File: config.mk
export PLATFORM = sky130hd
export DESIGN_NAME = rng_bounded
export DESIGN_NICKNAME = d
export VERILOG_FILES = /design/src/rtl/rng_bounded.sv
export SDC_FILE = /design/constraint.sdc
export NUM_CORES = 1
export LEC_CHECK = 0
export CELL_PAD_IN_SITES_DETAIL_PLACEMENT = 1
export CELL_PAD_IN_SITES_GLOBAL_PLACEMENT = 1
export CORE_ASPECT_RATIO = 0.7
export CORE_UTILIZATION = 49
export CTS_BUF_LIST = sky130_fd_sc_hd__clkbuf_4 sky130_fd_sc_hd__clkbuf_8
export CTS_CLUSTER_SIZE = 28
export DETAILED_ROUTE_END_ITERATION = 10
export HOLD_SLACK_MARGIN = 0.02
export PLACE_DENSITY = 0.86
export SETUP_SLACK_MARGIN = 0.5
export SYNTH_ARGS = -nofsm -noshare
export SYNTH_HDL_FRONTEND = slang
export SYNTH_SLANG_ARGS = --single-unit
File: constraint.sdc
create_clock -name clk -period 6.92 [get_ports clk]
set_clock_uncertainty 0.1 [all_clocks]
set_input_delay 1.038 -clock clk [delete_from_list [all_inputs] [get_ports clk]]
set_output_delay 1.038 -clock clk [all_outputs]
set_load 0.05 [all_outputs]
File: src/rtl/rng_bounded.sv
// Bounded random source: pulls 32-bit words from the rng, keeps samples below LIMIT, queues them in an FWFT FIFO.
// Optional reject counter port enabled by defining RNG_BOUNDED_STATS_EN.
`timescale 1ns/1ps
module rng_bounded #(
  parameter int LIMIT = 100,
  parameter int DEPTH = 8,
  localparam int W  = $clog2(LIMIT),
  localparam int LW = $clog2(DEPTH + 1)
) (
  input  logic          clk,
  input  logic          rst,
  input  logic          en,
  output logic          rng_start,
  input  logic          rng_valid,
  input  logic [31:0]   rng_data,
  output logic          out_valid,
  input  logic          out_ready,
  output logic [W-1:0]  out_data,
  output logic [LW-1:0] level
`ifdef RNG_BOUNDED_STATS_EN
  ,
  output logic [15:0]   rejects
`endif
);

  localparam int PW = $clog2(DEPTH);

  typedef enum logic [1:0] {
    IDLE = 2'd0,
    REQ  = 2'd1,
    WAIT = 2'd2
  } state_t;

  state_t        state_reg;
  logic          rng_start_reg;
  logic [PW-1:0] wr_ptr_reg;
  logic [PW-1:0] rd_ptr_reg;
  logic [LW-1:0] level_reg;
  logic [W-1:0]  mem [DEPTH];

  logic [W-1:0]  sample;
  logic          accept;
  logic          sample_evt;
  logic          push;
  logic          pop;
  logic          fifo_nonempty;
  logic          unused_hi;

  // Mask-and-reject: only the low W bits matter; the rest of the word is discarded.
  assign sample        = rng_data[W-1:0];
  assign unused_hi     = ^rng_data[31:W];
  assign accept        = ({{(32-W){1'b0}}, sample} < 32'(LIMIT));
  assign sample_evt    = (state_reg == WAIT) && rng_valid;
  assign push          = sample_evt && accept;
  assign fifo_nonempty = (level_reg != '0);
  assign pop           = fifo_nonempty && out_ready;

  always_ff @(posedge clk or posedge rst) begin
    if (rst) begin
      state_reg     <= IDLE;
      rng_start_reg <= 1'b0;
    end else begin
      case (state_reg)
        IDLE: begin
          rng_start_reg <= 1'b0;
          if (en && (level_reg < LW'(DEPTH))) begin
            state_reg     <= REQ;
            rng_start_reg <= 1'b1;
          end
        end
        REQ: begin
          rng_start_reg <= 1'b0;
          state_reg     <= WAIT;
        end
        WAIT: begin
          rng_start_reg <= 1'b0;
          // Outstanding request always completes, regardless of en.
          if (rng_valid) begin
            state_reg <= IDLE;
          end
        end
        default: begin
          state_reg     <= IDLE;
          rng_start_reg <= 1'b0;
        end
      endcase
    end
  end

  always_ff @(posedge clk or posedge rst) begin
    if (rst) begin
      wr_ptr_reg <= '0;
      rd_ptr_reg <= '0;
      level_reg  <= '0;
    end else begin
      if (push) begin
        wr_ptr_reg <= wr_ptr_reg + PW'(1);
      end
      if (pop) begin
        rd_ptr_reg <= rd_ptr_reg + PW'(1);
      end
      case ({push, pop})
        2'b10:   level_reg <= level_reg + LW'(1);
        2'b01:   level_reg <= level_reg - LW'(1);
        default: level_reg <= level_reg;
      endcase
    end
  end

  // Storage needs no reset; the head is masked to zero whenever the FIFO is empty.
  always_ff @(posedge clk) begin
    if (push) begin
      mem[wr_ptr_reg] <= sample;
    end
  end

  assign rng_start = rng_start_reg;
  assign out_valid = fifo_nonempty;
  assign out_data  = fifo_nonempty ? mem[rd_ptr_reg] : '0;
  assign level     = level_reg;

`ifdef RNG_BOUNDED_STATS_EN
  logic [15:0] rejects_reg;

  always_ff @(posedge clk or posedge rst) begin
    if (rst) begin
      rejects_reg <= '0;
    end else if (sample_evt && !accept && (rejects_reg != 16'hFFFF)) begin
      rejects_reg <= rejects_reg + 16'd1;
    end
  end

  assign rejects = rejects_reg;
`endif

endmodule
==> flow_metrics.py <==
metrics = {
    "clock_network": {
        "clkLatencyLatePin_ns": 0.34,
        "cts_hold_repair.buffers": 0,
        "cts-buffers-inserted": 9,
        "clock_sink_count": 69,
        "post-cts-setup-buffers": 0,
        "cts_resized": 0,
        "cts_tree": "built",
        "cts-htree-levels": 3,
        "clk_pin_slew_ns": 0.07,
        "cts_max_path_buffers": 2,
        "cts_root_buffer": "sky130_fd_sc_hd__clkbuf_8",
    },
    "detailed_routing": {
        "number_of_design_rule_violations_left_by_the_first_detailed_router_iteration": 91,
        "met3WireLength_um": 430,
        "drt.antenna.violating_nets": 0,
        "met2_wirelength_mm": 3.18,
        "via_count": 1562,
        "detail_route.vias_per_cell": 5.94,
        "drt_pre_antenna_iters": 4,
        "finalWirelength_mm": 6.22,
        "topRoutingLayerUsed": "met4",
        "route.detailed.drc": 0,
        "wl_met1_mm": 2.48,
        "wl_per_cell_um": 23.6,
    },
    "floorplan": {
        "initial_core_util_pct": 52.8,
        "die-height_um": 66.0,
        "core_region_area_um2": 5420,
        "fp.dieArea_um2": 6160,
        "rows": 22,
        "io_pins": 50,
        "die_width_um": 93.4,
    },
    "layout": {
        "layout_net_count": 228,
        "antenna_cells_inserted": 0,
        "post_route_cells_drive_above_1_share_pct": 18.8,
        "final_common_cell": "sky130_fd_sc_hd__edfxtp_1",
        "largest_register_ffs": 56,
        "area_delta_synth_final_pct": 16.8,
        "layout.cells.most_common_list": "56 x sky130_fd_sc_hd__edfxtp_1, 24 x sky130_fd_sc_hd__clkdlybuf4s50_1, 14 x sky130_fd_sc_hd__mux4_2, 13 x sky130_fd_sc_hd__dfrtp_1, 9 x sky130_fd_sc_hd__clkbuf_8",
    },
    "worst_setup_path": {
        "path_class": "reg2out",
        "setup.worst_path.start_class": "flip-flop",
        "setup.reg_to_reg.worst_slack_ns": 3.95,
        "endpoint_kind": "primary output",
        "arrival_ns": 2.88,
        "worst_ep_required_time_ns": 5.78,
        "timing.critical_path.fanout_max": 16,
    },
    "timing": {
        "finalSetupViolations": 0,
        "hold_viol": 0,
        "final.setup.worst_slack_ns": 2.90,
        "fin_tns_setup_ns": 0,
        "worst_pin_slew_ns": 0.944,
        "post-route-period-util_pct": 58.0,
        "report.final.slew_viol_count": 0,
        "max_freq_ghz": 0.249,
        "period_minus_slack_ns": 4.02,
        "relSlewSlack_pct": 37.1,
        "unrepaired_setup_endpoints_after_global_routing": "false",
    },
    "placement": {
        "gp_congestion": 0.748,
        "dp_worst_slack_ns": 2.69,
        "port-buffer-count": 24,
        "post-dp-hpwl_mm": 4.24,
    },
    "hold_path": {
        "hold_class": "reg2reg",
    },
    "yosys": {
        "synthCells": 156,
        "ys_ff_latch": 69,
        "post_synth_design_cell_area_um2": 2860,
        "synth.yosys.seq_area_share_pct": 70.1,
        "synth_warnings": 0,
        "synthDistinctLibCells": 36,
        "synth.net_count": 198,
        "postSynth.asyncResetShare_pct": 18.8,
        "yosys_most_used_dff": "sky130_fd_sc_hd__edfxtp_1",
        "post_synth_edffs": 56,
        "synth_area_per_cell_um2": 18.4,
    },
    "grt": {
        "grt_start_max_net_pins": 17,
        "grt_first_pass_wirelength_mm": 9.49,
        "grt_remaining_overflow": 0,
        "grt_antenna_before_repair": 0,
        "vias_in_the_first_global_route": 1720,
        "grt_util_all_layers_pct": 23.0,
    },
    "status": {
        "run_status": "finished, final reports clean",
    },
    "pwr": {
        "power.share.clock_pct": 20.1,
        "p_comb_share_pct": 40.2,
        "leakagePower_uw": 0.00114,
        "worst_ir_drop_vdd_uv": 158,
        "power_switching_share_pct": 38.6,
        "p_per_area_nw_per_um2": 451,
        "net-switching-power_uw": 581,
        "cell_internal_pwr_uw": 925,
        "power_frac_seq_pct": 39.8,
    },
    "flow_run": {
        "cap_viol_max_count": 0,
    },
}
[power by group through the flow]
stage	Sequential [µW]	Clock (µW)	Combinational, µW
floorplan	600	0	431
global placement	597	0	573
detailed placement	610	0	606
CTS	601	307	611
global route	613	319	636
finish	599	302	605
[final timing paths]
path,start,end,depth (start not counted)
max in group asynchronous,rst,rd_ptr_reg[0]$_DFFE_PP0P_,2
min in group asynchronous,rst,level[1]$_DFFE_PP0P_,2
worst min-delay path,state_reg[1]$_DFFE_PP0P_,state_reg[0]$_DFFE_PP0P_,1
worst max-delay path,rd_ptr_reg[0]$_DFFE_PP0P_,out_data[2],3
worst min register to register,state_reg[1]$_DFFE_PP0P_,state_reg[0]$_DFFE_PP0P_,1
worst max register to register,level[1]$_DFFE_PP0P_,level[3]$_DFFE_PP0P_,7
[routing by layer]
| metal | vias to the layer above | global-route usage [%] |
|---|---|---|
| met5 | - | 0 |
| met4 | 0 | 9.23 |
| met3 | 11 | 8.97 |
| met2 | 60 | 38.1 |
| met1 | 807 | 27.4 |
| li1 | 684 | - |
[final cells by class]
class / count / area [µm²]
sequential: 69 / 2010
clock buffer: 9 / 124
timing repair buffer: 26 / 255
fill: 483 / 2080
multi-input combinational: 75 / 792
tap: 72 / 90.1
clock inverter: 7 / 56.3
inverter: 5 / 18.8
[cell families after synthesis]
group                    count (synthesis)  synth area share, %
XOR/XNOR                                 7                 2.14
AO/OA/AOI/OAI                           15                 4.24
AND/OR/NAND/NOR                         30                 6.56
buffers and inverters                   12                 2.23
flip-flops                              69                 70.1
multiplexers                            18                 12.5
adder cells (fa/ha/maj)                  5                 2.19
[through the flow]
step                instances  cell area (µm²)  power, µW  util (%)  hold WS (ns)
finish                    263             3340       1510      61.7         0.390
global route              263             3340       1570      61.7         0.443
CTS                       263             3340       1520      61.7         0.393
detailed placement        247             3160       1220      58.3         0.381
global placement          247             3160       1170      58.3         0.360
floorplan                 156             2860       1030         -         0.345
[synthesized netlist by cell type (all sizes together), types with 2 or more instances]
| cell | instances | share of area, % |
|---|---|---|
| nand4 | 2 | 0.44 |
| nand3 | 2 | 0.35 |
| buf | 5 | 1.3 |
| nor3 | 2 | 0.35 |
| a22o | 7 | 2.1 |
| nand2b | 3 | 0.66 |
| nor2b | 3 | 0.92 |
| mux4 | 14 | 11 |
| nand2 | 2 | 0.26 |
| inv | 5 | 0.66 |
| dfrtp | 13 | 11 |
| clkbuf | 2 | 0.26 |
| nor2 | 7 | 0.92 |
| xnor2 | 6 | 1.8 |
| edfxtp | 56 | 59 |
| ha | 5 | 2.2 |
| or4 | 2 | 0.52 |
| nor4b | 2 | 0.61 |
| mux2 | 3 | 1.2 |
[critical path, stage by stage (launching register included)]
cell and delay [ns]:
sky130_fd_sc_hd__dfrtp_1 0.96, sky130_fd_sc_hd__mux4_2 0.60, sky130_fd_sc_hd__a22o_1 0.27, sky130_fd_sc_hd__clkdlybuf4s50_1 0.71
Power figures use the tool's default switching activity.
